## config.mk

```make
export PLATFORM = sky130hd
export DESIGN_NAME = i2c_reg_bridge_flat
export DESIGN_NICKNAME = d
export VERILOG_FILES = /design/src/rtl/i2c_reg_bridge_if.sv /design/src/rtl/i2c_reg_bridge.sv /design/src/flat_wrapper.sv
export SDC_FILE = /design/constraint.sdc
export NUM_CORES = 1
export LEC_CHECK = 0
export ABC_AREA = 1
export CAP_MARGIN = 20
export CORE_MARGIN = 4
export CORE_UTILIZATION = 45
export CTS_CLUSTER_DIAMETER = 150
export DETAILED_ROUTE_END_ITERATION = 8
export DONT_BUFFER_PORTS = 1
export PLACE_DENSITY = 0.56
export SETUP_SLACK_MARGIN = 0.2
export SLEW_MARGIN = 10
export SYNTH_ARGS = -nofsm -noshare
export SYNTH_HDL_FRONTEND = slang
export SYNTH_SLANG_ARGS = --single-unit
```

## constraint.sdc

```tcl
create_clock -name clk -period 2.4 [get_ports clk]
set_input_delay 0.24 -clock clk [delete_from_list [all_inputs] [get_ports clk]]
set_output_delay 0.24 -clock clk [all_outputs]
set_load 0.005 [all_outputs]
```

## src/rtl/i2c_reg_bridge_if.sv

```systemverilog
// Register-bus bundle between the I2C bridge (master) and a register file (slave).
// Requests are level-held until ack; rdata is valid in the ack cycle.
interface i2c_reg_bridge_if #(
  parameter int ADDR_W = 4
);
  logic [ADDR_W-1:0] addr;
  logic [7:0]        wdata;
  logic              we;
  logic              re;
  logic [7:0]        rdata;
  logic              ack;

  modport master (
    output addr,
    output wdata,
    output we,
    output re,
    input  rdata,
    input  ack
  );

  modport slave (
    input  addr,
    input  wdata,
    input  we,
    input  re,
    output rdata,
    output ack
  );
endinterface

```

## src/rtl/i2c_reg_bridge.sv

```systemverilog
// Bridges the i2c_target byte/event stream onto an 8-bit register bus
// with an auto-incrementing register pointer.
module i2c_reg_bridge #(
  parameter int ADDR_W      = 4,
  parameter int BUS_TIMEOUT = 255
) (
  input  logic             clk,
  input  logic             rst,
  input  logic [7:0]       i2c_rx_byte_data_i,
  input  logic             i2c_rx_byte_valid_i,
  input  logic             i2c_transaction_start_i,
  input  logic             i2c_transaction_stop_i,
  input  logic             i2c_tx_byte_req_i,
  output logic [7:0]       i2c_tx_byte_data_o,
  output logic             i2c_tx_byte_valid_o,
  output logic             err_overrun_o,
  output logic             err_timeout_o,
  i2c_reg_bridge_if.master bus
);

  localparam int CW = (BUS_TIMEOUT < 2) ? 1 : $clog2(BUS_TIMEOUT);

  typedef enum logic [2:0] {
    S_IDLE,
    S_ADDR,
    S_DATA,
    S_WR_BUS,
    S_RD_BUS
  } state_t;

  typedef enum logic [1:0] {
    AFT_NONE,
    AFT_IDLE,
    AFT_ADDR
  } after_t;

  state_t            state;
  after_t            after;
  after_t            nxt_after;
  logic [ADDR_W-1:0] ptr;
  logic [CW-1:0]     cnt;
  logic [7:0]        wdata;
  logic              we;
  logic              re;
  logic [7:0]        tx_data;
  logic              tx_valid;
  logic              err_ov;
  logic              err_to;
  logic              evt;
  logic              tmo;

  assign evt = i2c_transaction_start_i | i2c_transaction_stop_i;
  assign tmo = (cnt == CW'(BUS_TIMEOUT - 1));

  // Events seen mid-access are remembered; the most recent one wins.
  always_comb begin
    nxt_after = after;
    if (i2c_transaction_stop_i)
      nxt_after = AFT_IDLE;
    else if (i2c_transaction_start_i)
      nxt_after = AFT_ADDR;
  end

  always_ff @(posedge clk) begin
    if (rst) begin
      state    <= S_IDLE;
      after    <= AFT_NONE;
      ptr      <= '0;
      cnt      <= '0;
      wdata    <= '0;
      we       <= 1'b0;
      re       <= 1'b0;
      tx_data  <= '0;
      tx_valid <= 1'b0;
      err_ov   <= 1'b0;
      err_to   <= 1'b0;
    end else begin
      tx_valid <= 1'b0;
      err_ov   <= 1'b0;
      err_to   <= 1'b0;
      unique case (state)
        S_WR_BUS, S_RD_BUS: begin
          err_ov <= (i2c_rx_byte_valid_i | i2c_tx_byte_req_i) & ~evt;
          if (bus.ack | tmo) begin
            we     <= 1'b0;
            re     <= 1'b0;
            cnt    <= '0;
            ptr    <= ptr + 1'b1;
            err_to <= ~bus.ack;
            after  <= AFT_NONE;
            if (state == S_RD_BUS && nxt_after == AFT_NONE) begin
              tx_valid <= 1'b1;
              tx_data  <= bus.ack ? bus.rdata : 8'hFF;
            end
            unique case (nxt_after)
              AFT_IDLE: state <= S_IDLE;
              AFT_ADDR: state <= S_ADDR;
              default:  state <= S_DATA;
            endcase
          end else begin
            cnt   <= cnt + 1'b1;
            after <= nxt_after;
          end
        end
        default: begin
          if (i2c_transaction_stop_i) begin
            state <= S_IDLE;
          end else if (i2c_transaction_start_i) begin
            state <= S_ADDR;
          end else if (state == S_ADDR && i2c_rx_byte_valid_i) begin
            ptr    <= i2c_rx_byte_data_i[ADDR_W-1:0];
            state  <= S_DATA;
            err_ov <= i2c_tx_byte_req_i;
          end else if (state == S_DATA && i2c_rx_byte_valid_i) begin
            wdata  <= i2c_rx_byte_data_i;
            we     <= 1'b1;
            state  <= S_WR_BUS;
            err_ov <= i2c_tx_byte_req_i;
          end else if (state != S_IDLE && i2c_tx_byte_req_i) begin
            re    <= 1'b1;
            state <= S_RD_BUS;
          end
        end
      endcase
    end
  end

  assign bus.addr            = ptr;
  assign bus.wdata           = wdata;
  assign bus.we              = we;
  assign bus.re              = re;
  assign i2c_tx_byte_data_o  = tx_data;
  assign i2c_tx_byte_valid_o = tx_valid;
  assign err_overrun_o       = err_ov;
  assign err_timeout_o       = err_to;

endmodule

```

## src/flat_wrapper.sv

```systemverilog
// flat-port wrapper written by rule: the top's interface ports become plain ports
module i2c_reg_bridge_flat 
#(
  parameter int ADDR_W      = 4,
  parameter int BUS_TIMEOUT = 255
)
  (clk, rst, i2c_rx_byte_data_i, i2c_rx_byte_valid_i, i2c_transaction_start_i, i2c_transaction_stop_i, i2c_tx_byte_req_i, i2c_tx_byte_data_o, i2c_tx_byte_valid_o, err_overrun_o, err_timeout_o, bus_addr, bus_wdata, bus_we, bus_re, bus_rdata, bus_ack);
  i2c_reg_bridge_if #(.ADDR_W(ADDR_W)) bus_i ();
  input  logic clk;
  input  logic rst;
  input  logic [7:0] i2c_rx_byte_data_i;
  input  logic i2c_rx_byte_valid_i;
  input  logic i2c_transaction_start_i;
  input  logic i2c_transaction_stop_i;
  input  logic i2c_tx_byte_req_i;
  output logic [7:0] i2c_tx_byte_data_o;
  output logic i2c_tx_byte_valid_o;
  output logic err_overrun_o;
  output logic err_timeout_o;
  output wire logic [$bits(bus_i.addr)-1:0] bus_addr;
  output wire logic [$bits(bus_i.wdata)-1:0] bus_wdata;
  output wire logic [$bits(bus_i.we)-1:0] bus_we;
  output wire logic [$bits(bus_i.re)-1:0] bus_re;
  input wire logic [$bits(bus_i.rdata)-1:0] bus_rdata;
  input wire logic [$bits(bus_i.ack)-1:0] bus_ack;
  assign bus_addr = bus_i.addr;
  assign bus_wdata = bus_i.wdata;
  assign bus_we = bus_i.we;
  assign bus_re = bus_i.re;
  assign bus_i.rdata = bus_rdata;
  assign bus_i.ack = bus_ack;
  i2c_reg_bridge #(.ADDR_W(ADDR_W), .BUS_TIMEOUT(BUS_TIMEOUT)) u_core (.clk(clk), .rst(rst), .i2c_rx_byte_data_i(i2c_rx_byte_data_i), .i2c_rx_byte_valid_i(i2c_rx_byte_valid_i), .i2c_transaction_start_i(i2c_transaction_start_i), .i2c_transaction_stop_i(i2c_transaction_stop_i), .i2c_tx_byte_req_i(i2c_tx_byte_req_i), .i2c_tx_byte_data_o(i2c_tx_byte_data_o), .i2c_tx_byte_valid_o(i2c_tx_byte_valid_o), .err_overrun_o(err_overrun_o), .err_timeout_o(err_timeout_o), .bus(bus_i));
endmodule
```

-- Word-level counts from Yosys, hierarchy flattened
Index checks and enable logic that the tools add are counted.
- bits in registers: 38
- input bits: 23
- word-level logic and storage cells: 90
- output and inout bits: 25
- bitwise operators: 11
- eq/ne operators: 12
- reductions and logical operators: 18
- multiplexer cells: 36
- $add $sub $neg: 2
- operator list (kind ; count):
    $mux W3 ; 7
    $mux W4 ; 5
    $mux W1 ; 18
    $mux W8 ; 2
    $reduce_and A5 Y1 ; 2
    $add A8 B1 Y8 const B ; 1
    $eq A8 B8 Y1 const B ; 1
    $not A1 Y1 ; 7
    $eq A3 B2 Y1 const B ; 2
    $mux W2 ; 3
    $ne A2 B1 Y1 const B ; 3
    $reduce_and A6 Y1 ; 1
    $reduce_bool A2 Y1 ; 3
    $reduce_bool A6 Y1 ; 1
    $add A4 B1 Y4 const B ; 1
    $logic_and A1 B1 Y1 ; 4
    $ne A2 B2 Y1 const B ; 2
    $pmux W2 S2 ; 1
    $reduce_and A4 Y1 ; 1
    $eq A3 B1 Y1 const B ; 1
    $eq A3 B3 Y1 const B ; 1
    $or A1 B1 Y1 ; 3
    $reduce_and A3 Y1 ; 1
    $reduce_bool A3 Y1 ; 1
    7 further kinds ; 7

-- Longest topological paths before layout
Gate-level depths: netlist (run 1).
- word-level depth: 8
- mapped depth: 10
- mapped depth without buffers: 10

-- Worst setup path before layout (run 1)
No wires, ideal clock.
- path type: flip-flop to flip-flop
- start: register u_core.after[0]
- end: register u_core.tx_data[0] (netlist: u_core.i2c_tx_byte_data_o[0])
- library setup time: 0.109 ns
- path slack: 1.008 ns
- cell stages (with the launch flop): 8
- data arrival time: 1.283 ns
- data required time: 2.291 ns
- buffers on the path: 0
- clock period less this slack: 1.392 ns
- cells stage by stage: dfxtp_1 a21oi_1 ha_1 inv_1 nor3_2 a21oi_1 nand2_1 inv_1
- word-level cells in the longest chain between the ends: 5
- ends and longest elaborated chain (element ; line ; RTL):
    start, declared ; i2c_reg_bridge.sv:38 ; after_t after;
    start signal, assigned ; i2c_reg_bridge.sv:102 ; after <= nxt_after;
    $mux W2 ; i2c_reg_bridge.sv:60 ; else if (i2c_transaction_start_i)
    $mux W2 ; i2c_reg_bridge.sv:58 ; if (i2c_transaction_stop_i)
    $logic_not A2 Y1 ; i2c_reg_bridge.sv:91 ; if (state == S_RD_BUS && nxt_after == AFT_NONE) begin
    $logic_and A1 B1 Y1 ; i2c_reg_bridge.sv:91 ;
    $reduce_and A3 Y1 (no source line) ; -- ;
    end signal, assigned ; i2c_reg_bridge.sv:93 ; tx_data <= bus.ack ? bus.rdata : 8'hFF;
    end, declared ; i2c_reg_bridge.sv:45 ; logic [7:0] tx_data;
No other way between the ends.
A chain may end at the register's enable or synchronous reset.

-- Worst setup path after layout (run 1)
- start: register u_core.after[0]
- end: register u_core.tx_data[4] (netlist: u_core.i2c_tx_byte_data_o[4])
The elaborated chain is that of the path after synthesis.

==> results of run 1 <==
routing by layer:
layer	wire length, µm	share of wire (%)	vias to the layer above
met2	1920	46	38
met1	1880	45	674
met4	77	1.8	0
met5	0	0	-
li1	-	-	847
met3	296	7.1	8
worst reg2reg max path, delay by kind of cell (launching register included):
kind / cells / cell delay [ns]
buffers and inverters: 2 / 0.10
DFF: 1 / 0.32
and+or+nand+nor: 2 / 0.52
adders and majority gates: 1 / 0.24
AOI/OAI and AO/OA: 2 / 0.40
worst paths after layout:
kind                                  end  slack [ns]
max          u_core.i2c_tx_byte_data_o[4]        0.71
max reg2reg  u_core.i2c_tx_byte_data_o[4]        0.71
min reg2reg               u_core.after[1]        0.46
min                    u_core.bus.addr[0]        0.02
registers in the layout, summed over array words and instances (netlist names):
name,count
u_core.cnt,8
u_core.bus.re,1
u_core.err_overrun_o,1
u_core.after,2
u_core.bus.we,1
u_core.i2c_tx_byte_valid_o,1
u_core.i2c_tx_byte_data_o,8
u_core.err_timeout_o,1
u_core.bus.addr,4
u_core.state,3
u_core.bus.wdata,8
kinds of logic (layout without fill, tap and decap cells):
family | count (synthesis) | after routing
xor+xnor | 4 | 4
flops | 38 | 38
fa+ha+maj | 5 | 5
buf+inv | 55 | 59
compound gates | 46 | 46
simple gates | 122 | 122
power by group through the flow:
stage	sequential, mW	combinational [mW]	clock [mW]
2_1_floorplan	0.680	0.136	0
3_3_place_gp	0.685	0.147	0
3_5_place_dp	0.685	0.146	0
4_1_cts	0.670	0.149	0.474
5_1_grt	0.673	0.173	0.497
6_report	0.670	0.149	0.459
final cells by class:
class                   count  share of cell area [%]
multi-input cells         177                    44.4
flip-flops and latches     38                    37.5
inverters                  48                    9.00
clock buffers               6                    4.07
well taps                  50                    3.08
repair buffers              3                    1.36
clock inverters             2                   0.617
per-stage QoR:
| stage | util [%] | area [µm²] | power (mW) |
|---|---|---|---|
| after floorplan | - | 1900 | 0.816 |
| after global placement | 47.5 | 1910 | 0.832 |
| after detailed placement | 47.5 | 1910 | 0.831 |
| after CTS | 50.1 | 2020 | 1.29 |
| after global routing | 50.4 | 2030 | 1.34 |
| final | 50.4 | 2030 | 1.28 |
cell usage in the layout, fill, tap and decap left out, drive strengths merged, types with 4 or more instances in the layout:
| master | n |
|---|---|
| a21oi | 25 |
| clkbuf | 6 |
| dfxtp | 38 |
| ha | 5 |
| inv | 48 |
| nand2 | 61 |
| nand3 | 16 |
| nand4 | 4 |
| nor2 | 33 |
| o21ai | 19 |
timing repair:
| item | CTS | global route |
|---|---|---|
| hold buffers | 1 | 1 |
| endpoints found under the hold margin | 1 | 3 |
| setup endpoints to repair | 0 | 0 |
==> impl_metrics.json, run 1 <==
{
  "critPathSlowestCell": "nor3_2",
  "multi_input_area_um2": 901,
  "p_per_area_nw_per_um2": 630,
  "hold_start": "rst",
  "grt_pass1_vias": 1538,
  "viasPerCell": 4.84,
  "grt-ovfl-total": 0,
  "drt-initial-drc-count": 69,
  "drive_gt1_share_pct": 9.49,
  "postCtsSetupBuffers": 0,
  "path_buf_inv": 2,
  "synthMuxAreaShare_pct": 0,
  "yosysWarnings": 0,
  "first_pass_iters": 4,
  "cp.arrival_ns": 1.88,
  "switching_power_mw": 0.348,
  "met3_usage_pct": 6.47,
  "p_comb_share_pct": 11.7,
  "async_flop_share_pct": 0,
  "n_fill_cell": 432,
  "ant_nets": 0,
  "ctsResizeCount": 0,
  "synthesis.area_um2": 1900,
  "coreArea_um2": 4030,
  "drc": 0,
  "wl_per_cell_um": 12.9,
  "r2r_start": "u_core.after[0]",
  "post-route-worst-setup-slack_ns": 0.713,
  "area_delta_synth_final_pct": 6.99,
  "cts_htree_levels": 2,
  "syn_inst": 270,
  "ctsRootBufferMaster": "clkbuf_8",
  "synth.most_common_cell": "nand2_1",
  "ir_worst_vdd_mv": 0.283,
  "p_seq_share_pct": 52.4,
  "finalCritPeriodShare_pct": 70.3,
  "critPathRequiredTime_ns": 2.60,
  "avgSynthCellArea_um2": 7.03,
  "crit_fanout": 8,
  "startpoint": "u_core.after[0]",
  "setup_viol": 0,
  "busiest_layer": "met2",
  "synth-xor-area-share_pct": 1.85,
  "cp_slowest_stage_delay_ns": 0.43,
  "io_buffers": 0,
  "synthAdderAreaFrac_pct": 3.30,
  "num_vias": 1567,
  "crit_type": "reg -> reg",
  "min_period_ns": 1.69,
  "post-dp-hpwl_um": 3040,
  "layoutNonFillerInstCount": 324,
  "synth-edff-count": 0,
  "max_cap_violations": 0,
  "antenna_found_initial": 0,
  "ys.flop_type": "dfxtp_1",
  "hold_violations": 0,
  "p_sw_share_pct": 27.3,
  "initial_core_util_pct": 47.1,
  "cts_num_sinks": 38,
  "whs_path_depth": 1,
  "synth_simple_gate_area_share_pct": 29.2,
  "cts_tree": "yes",
  "p_clk_share_pct": 35.9,
  "place_inst": 314,
  "drt-total-wl_um": 4170,
  "ys_seq_elements": 38,
  "layout.nets": 301,
  "holdWs_ns": 0.0169,
  "clkTransAtPathRegs_ns": 0.07,
  "synth_top_family_by_area": "simple AND/OR/NAND/NOR gates",
  "crit_path_start_kind": "flop",
  "synth_top_area_cell": "dfxtp_1",
  "grt_max_degree": 21,
  "fin_skew_ns": 0.00217,
  "slew_headroom_pct": 66.8,
  "power_leakage_nw": 0.982,
  "num_antenna_cells": 0,
  "dp_slack_ns": 0.719,
  "grt_pass1_wl_um": 6910,
  "synth-compound-area-share_pct": 13.2,
  "p_int_mw": 0.930,
  "cts_buffers": 5,
  "status": "completed",
  "synth_area_leaders": "dfxtp_1 40%, nand2_1 11%, inv_1 9.3%, a21oi_1 6.3%, nor2_1 5.9%",
  "die_area_um2": 5320,
  "seqCellArea_um2": 761,
  "synth_fp_nets": 298,
  "use_met1_pct": 20.3,
  "yosysTopAreaCellShare_pct": 40.1,
  "gr-usage-met2_pct": 27.1,
  "drv_slew": 0,
  "synth_common_cells": "55 x nand2_1, 47 x inv_1, 38 x dfxtp_1",
  "num_io_pins": 48,
  "crit_cells": 7,
  "crit_chain": "a21oi_1 -> ha_1 -> inv_1 -> nor3_2 -> a21oi_1 -> nand2_1 -> inv_1",
  "rows": 23,
  "min_path_type": "in -> reg",
  "crit_family": "simple AND/OR/NAND/NOR gates",
  "setup-tns-final_ns": 0,
  "place.gp.congestion": 0.805,
  "worstRegToRegCells": 7,
  "clockBufferDepth": 2,
  "synth_cell_type_count": 31,
  "ys_seq_area_share_pct": 40.1,
  "max_freq_ghz": 0.593,
  "grt_setup_unrepaired": "false",
  "clk_latency_ns": 0.29,
  "worst_pin_slew_ns": 0.495,
  "chipHeight_um": 72.9,
  "grtUsageTotal_pct": 16.9,
  "fp.dieW_um": 72.9,
  "cp-end-kind": "flop"
}
Note: power is estimated with default switching activity, not from simulation.
==> run 2, diff against run 1 <==
--- a/config.mk
+++ b/config.mk
@@ -5,14 +5,14 @@
 export SDC_FILE = /design/constraint.sdc
 export NUM_CORES = 1
 export LEC_CHECK = 0
-export ABC_AREA = 1
+export ABC_AREA = 0
 export CAP_MARGIN = 20
 export CORE_MARGIN = 4
 export CORE_UTILIZATION = 45
 export CTS_CLUSTER_DIAMETER = 150
 export DETAILED_ROUTE_END_ITERATION = 8
 export DONT_BUFFER_PORTS = 1
-export PLACE_DENSITY = 0.56
+export PLACE_DENSITY = 0.58
 export SETUP_SLACK_MARGIN = 0.2
 export SLEW_MARGIN = 10
 export SYNTH_ARGS = -nofsm -noshare
==> constraint.sdc (replaced) <==
create_clock -name clk -period 1.5 [get_ports clk]
set_input_delay 0.15 -clock clk [delete_from_list [all_inputs] [get_ports clk]]
set_output_delay 0.15 -clock clk [all_outputs]
set_load 0.005 [all_outputs]
==> run 2 against run 1 <==
Effect of this change:
- clock-buffer cell count is 1 lower
- sequential cell count stayed put
- clock skew is 0.00075 ns higher
- sequential power is 55% higher
- total power is 69% higher
- clock power is 85% higher
- synthesized cell count is 25% lower
- maximum frequency is 14% higher
- via count is 4.2% higher
==> impl_metrics.json, run 2 <==
{
  "whs_path_depth": 2,
  "min_period_ns": 1.47,
  "synth_area_leaders": "dfxtp_1 42%, nor2_1 8.2%, mux2i_1 5.6%, nor3_1 4.2%, a21oi_1 3.6%",
  "num_antenna_cells": 0,
  "wl_per_cell_um": 16.6,
  "r2r_start": "u_core.state[1]",
  "viasPerCell": 5.67,
  "clockBufferDepth": 2,
  "crit_type": "reg -> reg",
  "setup_viol": 0,
  "cts_tree": "yes",
  "syn_inst": 203,
  "cp-end-kind": "flop",
  "finalCritPeriodShare_pct": 98.3,
  "cts_num_sinks": 38,
  "critPathRequiredTime_ns": 1.68,
  "die_area_um2": 5060,
  "power_leakage_nw": 1.00,
  "grt_setup_unrepaired": "true",
  "dpl_cell_area_um2": 2070,
  "p_per_area_nw_per_um2": 882,
  "place.gp.congestion": 0.883,
  "ant_nets": 0,
  "min_path_type": "in -> reg",
  "area_delta_synth_final_pct": 36.8,
  "crit_chain": "buf_6 -> nor2_4 -> a21o_4 -> mux2_4 -> a32oi_1 -> nor2_1",
  "synth_cell_type_count": 48,
  "synthesis.area_um2": 1790,
  "ctsRootBufferMaster": "clkbuf_8",
  "fp.dieW_um": 71.1,
  "avgSynthCellArea_um2": 8.83,
  "synth_fp_nets": 231,
  "synth_top_area_cell": "dfxtp_1",
  "slew_headroom_pct": 80.7,
  "layout.nets": 267,
  "ys_seq_elements": 38,
  "cp_slowest_stage_delay_ns": 0.34,
  "worstRegToRegCells": 6,
  "yosysWarnings": 0,
  "final_cell_mix": "37 x nor2_1, 29 x dfxtp_1, 22 x buf_4",
  "grtUsageTotal_pct": 19.5,
  "cts_buffers": 5,
  "rrSetupSlack_ns": 0.03,
  "status": "completed",
  "drc": 0,
  "ir_worst_vdd_mv": 0.615,
  "critPathSlowestCell": "dfxtp_2",
  "r2r_end": "u_core.bus.addr[2]",
  "num_io_pins": 48,
  "cts_htree_levels": 2,
  "coreArea_um2": 3740,
  "worst_pin_slew_ns": 0.287,
  "async_flop_share_pct": 0,
  "clkTransAtPathRegs_ns": 0.07,
  "crit_family": "compound AO/OA/AOI/OAI gates",
  "final_common_cell": "nor2_1",
  "synth.most_common_cell": "nor2_1",
  "clk_latency_ns": 0.29,
  "ys_seq_area_share_pct": 42.5,
  "synth_common_cells": "39 x nor2_1, 38 x dfxtp_1, 15 x nor3_1",
  "grt_max_degree": 32,
  "stdcell_area_um2": 2450,
  "initial_core_util_pct": 47.9,
  "grt_pass1_vias": 1620,
  "drt-total-wl_um": 4780,
  "min_to": "u_core.bus.wdata[4]",
  "antenna_found_initial": 0,
  "max_cap_violations": 0,
  "hold_violations": 0,
  "path_buf_inv": 1,
  "synth-edff-count": 0,
  "n_fill_cell": 337,
  "chipHeight_um": 71.1,
  "post-dp-hpwl_um": 3210,
  "io_buffers": 0,
  "rows": 22,
  "yosysTopAreaCellShare_pct": 42.5,
  "drv_slew": 0,
  "crit_fanout": 5,
  "p_total_mw": 2.16,
  "num_vias": 1633,
  "first_pass_iters": 4,
  "cp.arrival_ns": 1.66,
  "fin_skew_ns": 0.00292,
  "drive_gt1_share_pct": 38.3,
  "max_freq_ghz": 0.678,
  "grt-ovfl-total": 0,
  "drt-initial-drc-count": 91,
  "ys.flop_type": "dfxtp_1",
  "grt_pass1_wl_um": 7800,
  "crit_path_start_kind": "flop",
  "setup-tns-final_ns": 0,
  "hold_start": "i2c_rx_byte_data_i[4]"
}
run 2: cell types whose count changed after synthesis, moves of 8 or more:
cell / change
mux2i_1: +10
nor3_1: +14
inv_1: -41
nor2_1: +9
o21ai_0: -11
nand2_1: -46
nand3_1: -8
a21oi_1: -11
run 2: what timing repair did:
action	CTS	global route
hold buffers	1	3
gates cloned	2	0
setup buffers	3	2
setup endpoints to repair	37	38
endpoints found under the hold margin	30	30
pin swaps	20	12
resized for setup	28	18
run 2: metal layers:
metal | vias up | global-route usage (%) | wire length (µm)
met5 | - | 0 | 0
met4 | 0 | 5.64 | 69
met3 | 8 | 6.25 | 272
met2 | 36 | 32.4 | 2420
met1 | 794 | 24.0 | 2020
li1 | 795 | - | -
run 2: cell families (layout without fill, tap and decap cells):
kind of cell,Yosys count,count (layout),synth area share [%]
AND/OR/NAND/NOR,90,90,24.0
flip-flops,38,38,42.5
AO/OA/AOI/OAI,36,37,15.5
buffers and inverters,16,52,4.75
multiplexers,12,12,6.84
XOR/XNOR,6,6,2.93
adder cells (fa/ha/maj),5,5,3.49
run 2: per-stage QoR:
stage	worst slack (ns)	utilization, %	hold slack [ns]	instances
floorplan	0.0785	-	0.226	203
global placement	0.0291	55.2	0.221	269
detailed placement	-0.0133	55.2	0.223	269
CTS	0.0417	62.0	-0.0917	283
global route	-0.0483	65.5	0.000521	288
finish	0.0257	65.5	0.00724	288
run 2: worst max-delay path by stage:
| stage | from | endpoint | slack, ns | cells after the start |
|---|---|---|---|---|
| after global placement | u_core.state[0] | u_core.i2c_tx_byte_data_o[0] | 0.03 | 7 |
| after CTS | u_core.cnt[2] | u_core.i2c_tx_byte_data_o[7] | 0.04 | 6 |
| final | u_core.state[1] | u_core.bus.addr[2] | 0.03 | 6 |
| after floorplan | u_core.state[1] | u_core.bus.addr[2] | 0.08 | 6 |
| after detailed placement | u_core.state[0] | u_core.i2c_tx_byte_data_o[7] | -0.01 | 7 |
| after global routing | u_core.state[0] | u_core.bus.addr[2] | -0.05 | 6 |
run 2: area by class of cell:
| cell class | count | area [µm²] | share of cell area, % |
|---|---|---|---|
| Clock inverter | 3 | 40.0 | 1.63 |
| Clock buffer | 5 | 68.8 | 2.81 |
| Tap cell | 48 | 60.1 | 2.45 |
| Timing Repair Buffer | 38 | 359 | 14.7 |
| Multi-Input combinational cell | 150 | 1130 | 46.0 |
| Inverter | 6 | 22.5 | 0.919 |
| Sequential cell | 38 | 772 | 31.5 |
run 2: where the power goes:
part | leakage, nW | total (mW) | switching (mW) | internal, mW
Combinational | 0.633 | 0.278 | 0.139 | 0.139
Clock | 0.0579 | 0.847 | 0.358 | 0.489
Sequential | 0.311 | 1.04 | 0.0135 | 1.02
Total | 1.00 | 2.16 | 0.511 | 1.65
==> run 3, diff against run 2 <==
--- a/config.mk
+++ b/config.mk
@@ -12,6 +12,7 @@
 export CTS_CLUSTER_DIAMETER = 150
 export DETAILED_ROUTE_END_ITERATION = 8
 export DONT_BUFFER_PORTS = 1
+export MAX_ROUTING_LAYER = met4
 export PLACE_DENSITY = 0.58
 export SETUP_SLACK_MARGIN = 0.2
 export SLEW_MARGIN = 10
==> run 3 against run 2 <==
Effect of this change:
- the flow now finishes with violations (negative hold slack, negative setup slack)
- routed wire length up 2.7%
- highest routed layer unchanged
- via count down 0.12%
- sequential power about the same
- combinational power down 4%
- total power up 9.4%
- die area unchanged
==> impl_metrics.json, run 3 (same netlist as run 2, synthesis figures left out) <==
{
  "status": "finished, violations left",
  "failed_checks": "negative hold slack, negative setup slack",
  "final_common_cell": "nor2_1",
  "ctsRootBufferMaster": "clkbuf_8",
  "path_buf_inv": 2,
  "drt-initial-drc-count": 69,
  "final_cell_mix": "33 x nor2_1, 30 x dfxtp_1, 28 x buf_4",
  "postLayoutCoreUtil_pct": 67.7,
  "rrSetupSlack_ns": -0.03,
  "grt-ovfl-total": 0,
  "antenna_found_initial": 0,
  "clkTransAtPathRegs_ns": 0.09,
  "setup_viol": 4,
  "first_pass_iters": 4,
  "power_leakage_nw": 1.03,
  "holdWs_ns": -0.0907,
  "post-route-worst-setup-slack_ns": -0.0320,
  "busiest_layer": "met2",
  "drv_slew": 0,
  "drt-total-wl_um": 4910,
  "whs_path_depth": 1,
  "drive_gt1_share_pct": 41.4,
  "fin_skew_ns": 0.0142,
  "dp_slack_ns": -0.00518,
  "grt_setup_unrepaired": "true",
  "ant_nets": 0,
  "num_antenna_cells": 0,
  "cp-end-kind": "flop",
  "clockBufferDepth": 2,
  "cp_slowest_stage_delay_ns": 0.36,
  "wl_per_cell_um": 16.8,
  "fp.dieW_um": 71.1,
  "post-dp-hpwl_um": 3240,
  "cts_num_sinks": 38,
  "initial_core_util_pct": 47.9,
  "num_vias": 1631,
  "chipHeight_um": 71.1,
  "grtUsageTotal_pct": 20.0,
  "layout.nets": 271,
  "area_delta_synth_final_pct": 41.5,
  "coreArea_um2": 3740,
  "met3_usage_pct": 4.69,
  "hold_violations": 30,
  "cts_tree": "yes",
  "die_area_um2": 5060,
  "drc": 0,
  "cp.arrival_ns": 1.74,
  "min_to": "u_core.state[2]",
  "crit_family": "simple AND/OR/NAND/NOR gates",
  "critPathRequiredTime_ns": 1.71,
  "hold_start": "rst",
  "ir_worst_vdd_mv": 0.615,
  "crit_type": "reg -> reg",
  "finalCritPeriodShare_pct": 102,
  "max_freq_ghz": 0.653,
  "cts_buffers": 5,
  "rows": 22,
  "use_met1_pct": 25.1,
  "grt_pass1_vias": 1625,
  "critPathSlowestCell": "dfxtp_1",
  "num_io_pins": 48,
  "grt_pass1_wl_um": 7890,
  "min_path_type": "in -> reg",
  "slew_headroom_pct": 82.1,
  "p_per_area_nw_per_um2": 933,
  "r2r_end": "u_core.i2c_tx_byte_data_o[2]",
  "viasPerCell": 5.59,
  "crit_fanout": 6,
  "io_buffers": 0,
  "place.gp.congestion": 0.840,
  "min_period_ns": 1.53,
  "gr-usage-met2_pct": 32.5,
  "clk_latency_ns": 0.29,
  "worstRegToRegCells": 7,
  "cts_htree_levels": 2,
  "crit_chain": "and4_4 -> a41oi_4 -> buf_6 -> nor2_4 -> buf_12 -> nor2_2 -> nor3_1",
  "worst_pin_slew_ns": 0.266,
  "max_cap_violations": 0,
  "grt_max_degree": 32,
  "r2r_start": "u_core.cnt[5]",
  "crit_path_start_kind": "flop"
}
## run 3: routing by layer
metal	routed length, µm	part of all wire [%]
met5	0	0
met4	52	1.1
met3	340	6.9
met2	2450	50
met1	2060	42
## run 3: worst reg2reg max path: stages, from the launching register on
cell     delay, ns
dfxtp_1       0.36
and4_4        0.26
a41oi_4       0.17
buf_6         0.17
nor2_4        0.14
buf_12        0.16
nor2_2        0.04
nor3_1        0.17
## run 3: final cells by class
type	instances	area, µm²
clock buffers	5	68.8
multi-input cells	150	1160
fillers	317	1210
repair buffers	42	383
clock inverters	3	68.8
well taps	48	60.1
flip-flops and latches	38	771
inverters	6	22.5
## run 3: worst max path at each step
stage,startpoint,to,slack (ns),depth (start not counted)
after global routing,u_core.cnt[5],u_core.i2c_tx_byte_data_o[2],-0.12,7
final,u_core.cnt[5],u_core.i2c_tx_byte_data_o[2],-0.03,7
after detailed placement,u_core.state[0],u_core.i2c_tx_byte_data_o[4],-0.005,7
after floorplan,u_core.state[1],u_core.bus.addr[2],0.08,6
after CTS,u_core.cnt[2],u_core.bus.addr[1],0.05,6
after global placement,u_core.state[1],u_core.i2c_tx_byte_data_o[0],0.01,7
## run 3: power by group
group | internal [mW] | leakage (nW) | switching [mW]
logic | 0.141 | 0.650 | 0.126
registers | 1.02 | 0.310 | 0.0132
clock network | 0.667 | 0.0683 | 0.395
total | 1.83 | 1.03 | 0.534
## run 3: stage by stage
step | power [mW] | hold WS [ns] | instances | instance area, µm² | TNS, ns
floorplan | 1.21 | 0.226 | 203 | 1860 | 0
global placement | 1.25 | 0.222 | 266 | 2050 | 0
detailed placement | 1.25 | 0.222 | 266 | 2050 | -0.00518
CTS | 2.35 | -0.0903 | 288 | 2380 | 0
global route | 2.45 | -0.101 | 292 | 2530 | -0.645
finish | 2.37 | -0.0907 | 292 | 2530 | -0.0547
## run 3: what timing repair did
item / in CTS / in global routing
setup buffers: 11 / 3
gates resized for setup: 25 / 29
gates cloned: 2 / 0
endpoints found under the hold margin: 30 / 30
hold buffers: 1 / 1
pin swaps: 20 / 19
setup endpoints to repair: 38 / 38
